$ cat src/rtl/wrr_pkg.sv
// Shared sizing, types and helpers for the weighted round-robin datapath.
package wrr_pkg;

  localparam int N  = 8;
  localparam int WW = 4;
  localparam int IW = 3;

  typedef logic [IW-1:0] idx_t;
  typedef logic [WW-1:0] weight_t;
  typedef logic [N-1:0]  req_vec_t;

  // Encodes a one-hot vector; an all-zero input returns index 0.
  function automatic idx_t onehot_to_idx(input req_vec_t oh);
    idx_t idx;
    idx = '0;
    for (int i = 0; i < N; i++) begin
      if (oh[i]) idx = idx | idx_t'(i);
    end
    return idx;
  endfunction

endpackage

$ cat src/rtl/rr_priority_picker.sv
// Combinational circular priority picker.
// It rotates the request vector so that ptr is at bit 0, takes the lowest set bit, and rotates back.
module rr_priority_picker
  import wrr_pkg::*;
(
  input  req_vec_t req,
  input  idx_t     ptr,
  output req_vec_t winner_oh,
  output idx_t     winner_idx,
  output logic     valid
);

  logic [2*N-1:0] dbl_fwd;
  logic [2*N-1:0] dbl_back;
  req_vec_t       rot;
  req_vec_t       first;
  idx_t           pos;

  always_comb begin
    dbl_fwd = {req, req} >> ptr;
    rot     = dbl_fwd[N-1:0];
    first   = rot & (~rot + req_vec_t'(1));

    pos = '0;
    for (int i = N - 1; i >= 0; i--) begin
      if (rot[i]) pos = idx_t'(i);
    end

    dbl_back   = {first, first} << ptr;
    winner_oh  = dbl_back[2*N-1:N];
    // N is a power of two, so index arithmetic wraps modulo N for free.
    winner_idx = pos + ptr;
    valid      = |req;
  end

endmodule

$ cat src/rtl/wrr_datapath.sv
// Weighted round-robin datapath: request register, rotating pointer, one-hot grant,
// and a grant-duration down-counter with a done pulse (contrl1) returned to the controller.
module wrr_datapath
  import wrr_pkg::*;
(
  input  logic            clk,
  input  logic            reset,
  input  logic [N-1:0]    req_in,
  input  logic [N*WW-1:0] weights_in,
  input  logic            ld_request,
  input  logic            ld_grant,
  input  logic            ld_weight,
  input  logic            ld_count,
  output logic [N-1:0]    grant,
  output logic            contrl1
);

  req_vec_t req_r;
  idx_t     ptr;
  weight_t  count_r;

  req_vec_t pick_oh;
  idx_t     pick_idx;
  logic     pick_valid;

  idx_t     grant_idx;
  weight_t  w_sel;
  weight_t  w_eff;
  logic     do_load;
  logic     do_dec;

  rr_priority_picker u_picker (
    .req        (req_r),
    .ptr        (ptr),
    .winner_oh  (pick_oh),
    .winner_idx (pick_idx),
    .valid      (pick_valid)
  );

  // Weight is looked up from the grant held before the edge, so a simultaneous
  // ld_grant does not affect the value that is loaded.
  always_comb begin
    grant_idx = onehot_to_idx(grant);
    w_sel     = weights_in[grant_idx*WW +: WW];
    w_eff     = (w_sel == '0) ? weight_t'(1) : w_sel;
    do_load   = ld_weight && (grant != '0);
    do_dec    = ld_count && !ld_weight && (count_r != '0);
  end

  always_ff @(posedge clk) begin
    if (reset) begin
      req_r   <= '0;
      ptr     <= '0;
      grant   <= '0;
      count_r <= '0;
      contrl1 <= 1'b0;
    end else begin
      if (ld_request) req_r <= req_in;

      if (ld_grant) begin
        if (pick_valid) begin
          grant <= pick_oh;
          ptr   <= pick_idx + idx_t'(1);
        end else begin
          grant <= '0;
        end
      end

      contrl1 <= 1'b0;
      if (do_load) begin
        count_r <= w_eff;
      end else if (do_dec) begin
        count_r <= count_r - weight_t'(1);
        if (count_r == weight_t'(1)) contrl1 <= 1'b1;
      end
    end
  end

endmodule

$ cat config.mk
export PLATFORM = sky130hd
export DESIGN_NAME = wrr_datapath
export DESIGN_NICKNAME = d
export VERILOG_FILES = /design/src/rtl/wrr_pkg.sv /design/src/rtl/rr_priority_picker.sv /design/src/rtl/wrr_datapath.sv
export SDC_FILE = /design/constraint.sdc
export NUM_CORES = 1
export LEC_CHECK = 0
export BUFFER_PORTS_ARGS = -buffer_cell sky130_fd_sc_hd__clkbuf_2
export CORE_ASPECT_RATIO = 1.75
export CORE_MARGIN = 2
export CORE_UTILIZATION = 55
export DETAILED_ROUTE_END_ITERATION = 10
export GPL_TIMING_DRIVEN = 0
export PLACE_DENSITY = 0.81
export SETUP_SLACK_MARGIN = 0.05
export SLEW_MARGIN = 20
export SYNTH_ARGS = -nofsm -noshare
export SYNTH_HDL_FRONTEND = slang
export SYNTH_SLANG_ARGS = --single-unit
$ cat constraint.sdc
create_clock -name clk -period 3.4 [get_ports clk]
set_input_delay 0.68 -clock clk [delete_from_list [all_inputs] [get_ports clk]]
set_output_delay 0.68 -clock clk [all_outputs]
set_load 0.02 [all_outputs]
Word level (Yosys, flattened, before mapping)
Cells that the tools add are included.
{"block": "op_classes", "n_addsub": 4, "n_mul": 0, "div_mod_pow": 0, "n_lt_le_gt_ge": 0, "n_eq_ne": 1, "shift": 3, "muxes": 20, "n_bitwise": 3, "reduce_logical": 11}
{"operator": "2-to-1 mux 3 bit", "n": 12}
{"operator": "indexed part select 32 x 6 -> 4 bit", "n": 1}
{"operator": "left shift 16 x 3 -> 16 bit", "n": 1}
{"operator": ">> shifter 16 x 3 -> 8 bit", "n": 1}
{"operator": "2-to-1 mux 4 bit", "n": 3}
{"operator": "adder 8 x 1 -> 8 bit, second input constant", "n": 1}
{"operator": "AND 8 bit", "n": 1}
{"operator": "2-to-1 mux 8 bit", "n": 1}
{"operator": "NOT 8 bit", "n": 1}
{"operator": "nonzero test 8 bit", "n": 1}
{"operator": "OR reduction 8 bit", "n": 1}
{"operator": "equality test 4 x 1 -> 1 bit, second input constant", "n": 1}
{"operator": "logical NOT 4 bit", "n": 1}
{"operator": "2-to-1 mux 2 bit", "n": 2}
{"operator": "nonzero test 4 bit", "n": 1}
{"operator": "subtractor 4 x 1 -> 4 bit, second input constant", "n": 1}
{"operator": "adder 3 x 1 -> 3 bit, second input constant", "n": 1}
{"operator": "adder 3 bit", "n": 1}
{"operator": "logical AND 1 bit", "n": 3}
{"operator": "OR reduction 3 bit", "n": 1}
{"operator": "2-to-1 mux 1 bit", "n": 2}
{"operator": "AND reduction 2 bit", "n": 1}
{"operator": "nonzero test 2 bit", "n": 1}
{"operator": "logical NOT 1 bit", "n": 1}
{"operator": "NOT 1 bit", "n": 1}
{"block": "word_totals", "ff_bits": 24, "latch_bits": 0, "ram_bits": 0, "rom_bits": 0, "in_bits": 46, "output_inout_bits": 9, "word_cells": 47, "memories": 0}

Depth between registers and ports, before layout
Gate-level depths: netlist of run 1.
{"block": "depth", "depth_word": 11, "ltp_mapped": 17, "depth_no_buf": 13}

By module
From an unflattened synthesis of run 1, not the netlist that was laid out.
{"block": "hier_totals", "hier_cells": 317, "hier_area_um2": 2573.7}
{"module": "wrr_datapath", "n_inst": 1, "cells_per_inst": 155, "area_each_um2": 1397.6}
{"module": "rr_priority_picker", "n_inst": 1, "cells_per_inst": 162, "area_each_um2": 1176.1}

Worst setup path after synthesis of run 1
OpenSTA, ideal clock, no wires.
{"block": "synth_timing", "kind": "flip-flop to flip-flop", "from": "reg ptr[1]", "to": "reg ptr[2]", "setup_ns": 0.070, "t_arrival_ns": 2.795, "slack_ns": 0.535, "path_stages_with_launch": 16, "synth_period_minus_slack_ns": 2.865, "cell_sequence": "dfxtp_1 buf_6 buf_6 buf_4 buf_2 a2111oi_0 a211oi_1 o21ai_0 a32oi_1 a21oi_1 ha_1 inv_1 fa_1 xnor2_1 or3_1 a21oi_1"}
{"block": "synth_between", "elab_chain_cells": 11}
{"item": "from (decl)", "line_no": "wrr_datapath.sv:19", "rtl": "idx_t ptr;"}
{"item": "from (signal assigned)", "line_no": "wrr_datapath.sv:63", "rtl": "ptr <= pick_idx + idx_t'(1);"}
{"item": ">> shifter 16 x 3 -> 8 bit", "line_no": "rr_priority_picker.sv:20", "rtl": "dbl_fwd = {req, req} >> ptr;"}
{"item": "2-to-1 mux 3 bit (8 in a row)", "line_no": "rr_priority_picker.sv:26", "rtl": "if (rot[i]) pos = idx_t'(i);"}
{"item": "adder 3 bit (*)", "line_no": "rr_priority_picker.sv:32", "rtl": "winner_idx = pos + ptr;"}
{"item": "adder 3 x 1 -> 3 bit (*)", "line_no": "wrr_datapath.sv:63"}
Mark *: on every way between the ends. The rest lies on a longest branch, timed or not.
A chain may end at the register's enable or synchronous reset.

Worst setup path in the final report of run 1
Same ends and word-level chain as after synthesis.

==> impl_results.md, run 1 <==
* Internal power at 1.188 mW
* Port bufs at 53
* Max Cap Viol at 0
* Fin area at 2848 um2
* Sequential share of power at 17.3%
* Classification of the worst setup path: reg2reg
* FMAX at 320.9 MHz
* Maximum vdd drop at 504.5 uV
* CTS tree: done
* FF-to-FF path depth at 17
* #FFs+latches synth at 24
* Gp weighted congestion at 0.8847
* Gr usage total at 28.70%
* Least-Margin Pin Slew at 1.141 ns
* Pwr dens at 810.7 nW/um2
* R2R Setup Slk at 0.28 ns
* Top Ports at 55
* Largest net degree at the start of global routing at 15
* Fin Hold WS at 0.5726 ns
* Clk root buf: clkbuf_8
* Antenna diode count at 0
* Post CTS Setup Buffer Count at 0
* Register area at 481.7 um2
* Final Hold Fails at 0
* Reg-to-Reg End: ptr[2]
* Async S/R FF share, synth at 0%
* Endpoints failing setup at 0
* Most frequent cells in the layout: 55 x clkbuf_2, 25 x mux2i_1, 25 x nor2_1
* Hold Path Stages at 2
* Core Region at 4150 um2
* Critical Path Fanout Max at 10
* Initial Util at 57.79%
* Deepest clock path buffer count at 2
* Die X at 53.92 um
* DIE HEIGHT at 91.36 um
* Area share of and/or/nand/nor cells after synthesis at 20.87%
* DRT iter0 DRCs at 132
* FILL cells at 379
* Initial antenna violation count at 0
* Post-synthesis adder-cell area fraction at 2.400%
* Dominant combinational cell family by area after synthesis: compound AO/OA/AOI/OAI gates
* P_sw at 1.121 mW
* Post-synth EDFFs at 0
* Detailed-router iteration count before antenna repair at 6
* Register area share after synthesis at 20.03%
* Routed WL at 7064 um
* Total grt overflow at 0
* Clock sink count at 24
* Die area at 4926 um2
* Synth Area per Inst at 8.536 um2
* Commonest non-fill, non-tap cell in the layout: clkbuf_2
* DRC at 0
* Post-synthesis mux area share at 23.68%
* CP Capture Point: ptr[2]
* First-pass GRT wire length at 10,810 um
* Data arrival, critical path at 3.32 ns
* Post-synthesis cell count at 281
* Post-Syn Area at 2399 um2
* Via count at 2,591
* Worst-path clk slew at 0.09 ns
* CTS Buf Count at 3
* Final net count at 389
* Clock skew at 0.004269 ns
* Yosys cell types at 62
* # rows at 31
* Crit path required time at 3.61 ns
* Complex-gate fraction of the synthesized area at 25.04%
* Vias in the first global route at 2,462
* Top_reg_cell synth: dfxtp_1
* Sw Ratio at 48.55%
* Startpoint Class: register
* RSZ-0062 raised after global routing: no
* Fin crit period at 3.116 ns
* Slew headroom at 23.20%
* Outcome: finished, final reports clean
* Fin crit share at 91.65%
* DP Area at 2731 um2
* Multi-input logic area at 1804 um2
* Reg2reg start: ptr[1]
* Max Slew Vio Count at 0
* Leakage at 1.137 nW
* XOR/XNOR Fraction of Synth Area at 1.461%
* Worst setup EP type: register
* Worst hold path type: reg2reg
* Via density at 6.695
* Comb power frac at 71.7%
* Clock share of power at 11.0%
* ANT nets after route at 0
* Share of layout cells above drive strength 1 at 28.70%
* Setup Total Neg Slack at 0 ns
* Crit path from: ptr[1]
* Skew-Pair Late Insertion Delay at 0.27 ns
* HPWL Detailed at 5464 um
* Yosys warnings at 0
* Synthesis-to-layout area growth at 18.73%
* Syn Nets at 331
* Wire per inst at 18.25 um
* Number of H-tree levels at 1
[stage by stage]
stage	total power [mW]	setup WS (ns)	instances	utilization, %
final	2.309	0.2839	387	68.62
after global routing	2.461	0.05751	387	68.62
after CTS	2.229	0.07141	387	67.53
after detailed placement	1.964	0.1013	383	65.81
after global placement	1.929	0.1282	383	65.66
after floorplan	1.626	0.5351	281	-
[registers in the layout, summed over array words and instances, names as in the netlist]
register	cells
grant	8
req_r	8
count_r	4
contrl1	1
ptr	3
[worst max-delay path, cell delays in order, from the launching register on]
cell and delay [ns]:
dfxtp_2 0.36, buf_6 0.14, buf_6 0.16, buf_4 0.18
buf_4 0.21, nand3b_1 0.10, o311ai_1 0.10, nand2_1 0.13
a211oi_4 0.27, o21ai_1 0.11, a32oi_1 0.24, a21oi_1 0.07
ha_1 0.19, inv_1 0.06, fa_1 0.18, xnor2_1 0.08
or3_1 0.31, a21oi_1 0.14
[power groups by stage]
| stage | Combinational [mW] | Clock (mW) | Sequential, mW |
|---|---|---|---|
| floorplan | 1.22 | 0 | 0.404 |
| global placement | 1.53 | 0 | 0.401 |
| detailed placement | 1.56 | 0 | 0.404 |
| CTS | 1.58 | 0.256 | 0.398 |
| global route | 1.79 | 0.268 | 0.406 |
| finish | 1.66 | 0.254 | 0.400 |
[layout make-up]
type	instances	share of cell area, %
tap	49	2.153
buffer	25	4.701
timing repair buffer	53	9.315
clock buffer	3	1.450
multi-input combinational	224	63.36
sequential	24	16.92
inverter	8	1.054
clock inverter	1	1.054
[synth_stat cells (all sizes together), types with 4 or more instances]
cell type	n	area share (%)
inv	8	1.3
nand2	15	2.3
nor3	8	1.7
a31oi	6	1.8
dfxtp	24	20
nor4	5	1.6
clkbuf	18	2.9
nor2b	10	2.6
a211oi	15	4.7
mux2	5	2.3
a21oi	18	3.8
nor2	25	3.9
xnor2	4	1.5
and3	4	1.3
o21ai	11	2.6
buf	7	2.4
mux2i	29	14
mux4	8	7.5
nand3	4	0.83
[worst min path at each step]
| stage | startpoint | endpoint | slack (ns) |
|---|---|---|---|
| 3_5_place_dp | grant[2] | grant[2] | 0.55 |
| 4_1_cts | grant[2] | grant[2] | 0.58 |
| 6_report | grant[2] | grant[2] | 0.57 |
| 3_3_place_gp | grant[6] | grant[6] | 0.53 |
| 2_1_floorplan | count_r[1] | count_r[1] | 0.52 |
| 5_1_grt | grant[2] | grant[2] | 0.61 |
[routing by layer]
layer / global-route usage [%] / part of all wire, % / vias up
met1: 26.26 / 34 / 1218
met5: 0 / 0 / -
li1: - / - / 1202
met4: 13.89 / 3.8 / 0
met3: 2.796 / 6.4 / 27
met2: 56.40 / 56 / 144
[logic make-up after synthesis]
kind of cell	Yosys count
AO/OA/AOI/OAI	83
XOR/XNOR	4
adder cells (fa/ha/maj)	4
buffers and inverters	33
flip-flops	24
multiplexers	42
AND/OR/NAND/NOR	91
[repair_timing]
| item | CTS | global route |
|---|---|---|
| hold buffers | 0 | 0 |
| setup endpoints to repair | 0 | 2 |
| resized for setup | 0 | 15 |
No activity file was read; power rests on OpenSTA's default activity.
==> inputs of run 2 (changes only) <==
GPL_TIMING_DRIVEN = unset   (was 0)
==> impl_results.md, run 2 (same netlist as run 1, synthesis figures left out) <==
* Outcome: finished, final reports clean
* Worst setup EP type: register
* Cell mode on critical path: a21oi_1
* DRT iter0 DRCs at 88 (-33%)
* Core Region at 4150 um2 (unchanged)
* Gp weighted congestion at 0.9464 (+7.0%)
* Leakage at 1.137 nW (about the same)
* Cell Chain, Critical Path: mux4_2 -> mux2i_1 -> o21ai_0 -> a32oi_1 -> a21oi_1 -> ha_1 -> inv_1 -> fa_1 -> xnor2_1 -> or3_1 -> a21oi_1
* Multi-input logic area at 1777 um2 (-1.5%)
* Crit path required time at 3.60 ns (about the same)
* Post-route setup slack at 0.4093 ns (+0.1255 ns)
* Worst-path clk slew at 0.09 ns (about the same)
* Largest net degree at the start of global routing at 22 (+7)
* Max Slew Vio Count at 0 (unchanged)
* Commonest non-fill, non-tap cell in the layout: clkbuf_2
* Synthesis-to-layout area growth at 16.33%
* Via density at 6.449 (-3.7%)
* Classification of the worst setup path: reg2reg
* Slew headroom at 36.95% (+14 points)
* Final net count at 378 (-2.8%)
* Sequential share of power at 20.7% (+3.4 points)
* Number of H-tree levels at 1 (unchanged)
* Routed WL at 6521 um (-7.7%)
* Fin crit share at 87.96% (-3.7 points)
* First-pass GRT wire length at 10,080 um (-6.7%)
* FILL cells at 348 (-8.2%)
* Top Ports at 55 (unchanged)
* Most frequent cells in the layout: 54 x clkbuf_2, 25 x mux2i_1, 25 x nor2_1
* Slowest CP cell: mux4_2
* Detailed-router iteration count before antenna repair at 4 (-2)
* DIE HEIGHT at 91.36 um (unchanged)
* Hold buffers post-CTS at 0 (unchanged)
* Startpoint Class: register
* Pwr dens at 799.8 nW/um2 (-1.4%)
* Vias in the first global route at 2,267 (-7.9%)
* Data arrival, critical path at 3.19 ns (-0.13 ns)
* Critical Path Fanout Max at 19 (+9)
* Max Cap Viol at 0 (unchanged)
* CTS tree: done
* P_sw at 1.053 mW (-6.0%)
* Initial antenna violation count at 0 (unchanged)
* RSZ-0062 raised after global routing: no
* ANT nets after route at 0 (unchanged)
* Clock skew at 0.002376 ns (-0.001893 ns)
* Fin crit period at 2.991 ns (-0.1255 ns)
* Maximum vdd drop at 576.2 uV (+14%)
* # rows at 31 (unchanged)
* Via count at 2,425 (-6.4%)
* Internal power at 1.178 mW (-0.82%)
* HPWL Detailed at 5164 um (-5.5%)
* Setup Total Neg Slack at 0 ns (unchanged)
* Initial Util at 57.79% (unchanged)
* Register area at 483.0 um2 (+0.26%)
* CTS Buf Count at 3 (unchanged)
* Share of layout cells above drive strength 1 at 30.58% (+1.9 points)
* Clk root buf: clkbuf_8
* Top flop regs: grant (8), req_r (8), count_r (4)
* Total grt overflow at 0 (unchanged)
* Comb power frac at 68.0% (-3.7 points)
* Place WS at 0.2139 ns (+0.1125 ns)
* Die X at 53.92 um (unchanged)
* FMAX at 334.4 MHz (+4.2%)
* Clock sink count at 24 (unchanged)
* DRC at 0 (unchanged)
* Antenna diode count at 0 (unchanged)
* Deepest clock path buffer count at 2 (unchanged)
* Die area at 4926 um2 (unchanged)
* Slowest stage delay, CP at 0.61 ns (+0.25 ns)
* Final Hold Fails at 0 (unchanged)
* Port bufs at 54 (+1.9%)
* Endpoints failing setup at 0 (unchanged)
* Worst hold path type: reg2reg
* Gr usage total at 27.01% (-1.7 points)
* Clock share of power at 11.3% (+0.3 points)
* Least-Margin Pin Slew at 0.9387 ns (-0.2028 ns)
* Skew-Pair Late Insertion Delay at 0.27 ns (about the same)
* Sw Ratio at 47.21% (-1.3 points)
* Wire per inst at 17.34 um (-5.0%)
==> run 2: final timing paths <==
check                start        to  slack [ns]  cells past startpoint
setup / recovery    ptr[0]    ptr[2]        0.41                     11
hold / removal    grant[2]  grant[2]        0.59                      2
setup reg to reg    ptr[0]    ptr[2]        0.41                     11
hold reg to reg   grant[2]  grant[2]        0.59                      2
==> run 2: through the flow <==
step	hold WS, ns	area, um2	cells	power (mW)	util [%]
after global routing	0.6280	2790	376	2.398	67.23
after global placement	0.5489	2716	372	1.923	65.45
after CTS	0.5944	2788	376	2.215	67.17
final	0.5898	2790	376	2.231	67.23
after floorplan	0.5233	2399	281	1.626	-
after detailed placement	0.5755	2716	372	1.955	65.45
==> run 2: power by group through the flow <==
| stage | sequential, mW | combinational [mW] | clock (mW) |
|---|---|---|---|
| after floorplan | 0.404 | 1.22 | 0 |
| after global placement | 0.460 | 1.46 | 0 |
| after detailed placement | 0.466 | 1.49 | 0 |
| after CTS | 0.459 | 1.50 | 0.255 |
| after global routing | 0.476 | 1.65 | 0.268 |
| final | 0.462 | 1.52 | 0.253 |
==> run 2: area by class of cell <==
| class | count | area share [%] |
|---|---|---|
| multi-input combinational | 224 | 63.68 |
| sequential | 24 | 17.31 |
| timing repair buffer | 67 | 13.18 |
| tap | 49 | 2.197 |
| clock buffer | 3 | 1.480 |
| clock inverter | 1 | 1.076 |
| inverter | 8 | 1.076 |
==> run 2: timing repair <==
item	CTS	global route
buffers inserted	0	0
resized for setup	0	2
endpoints found under the setup margin	0	4
==> run 2: metal layers <==
| layer | up-vias | GRT usage (%) | share of wire, % |
|---|---|---|---|
| met2 | 78 | 52.85 | 57 |
| met1 | 1153 | 24.59 | 35 |
| met4 | 0 | 13.68 | 2.9 |
| met3 | 13 | 2.796 | 4.7 |
| li1 | 1181 | - | - |
| met5 | - | 0 | 0 |
==> run 2: worst max-delay path: cells and delay by family (launching register included) <==
family | cells | cell delay, ns
compound gates | 4 | 0.60
xor+xnor | 1 | 0.08
fa+ha+maj | 2 | 0.36
buf+inv | 1 | 0.06
flops | 1 | 0.59
mux | 2 | 0.93
simple gates | 1 | 0.31
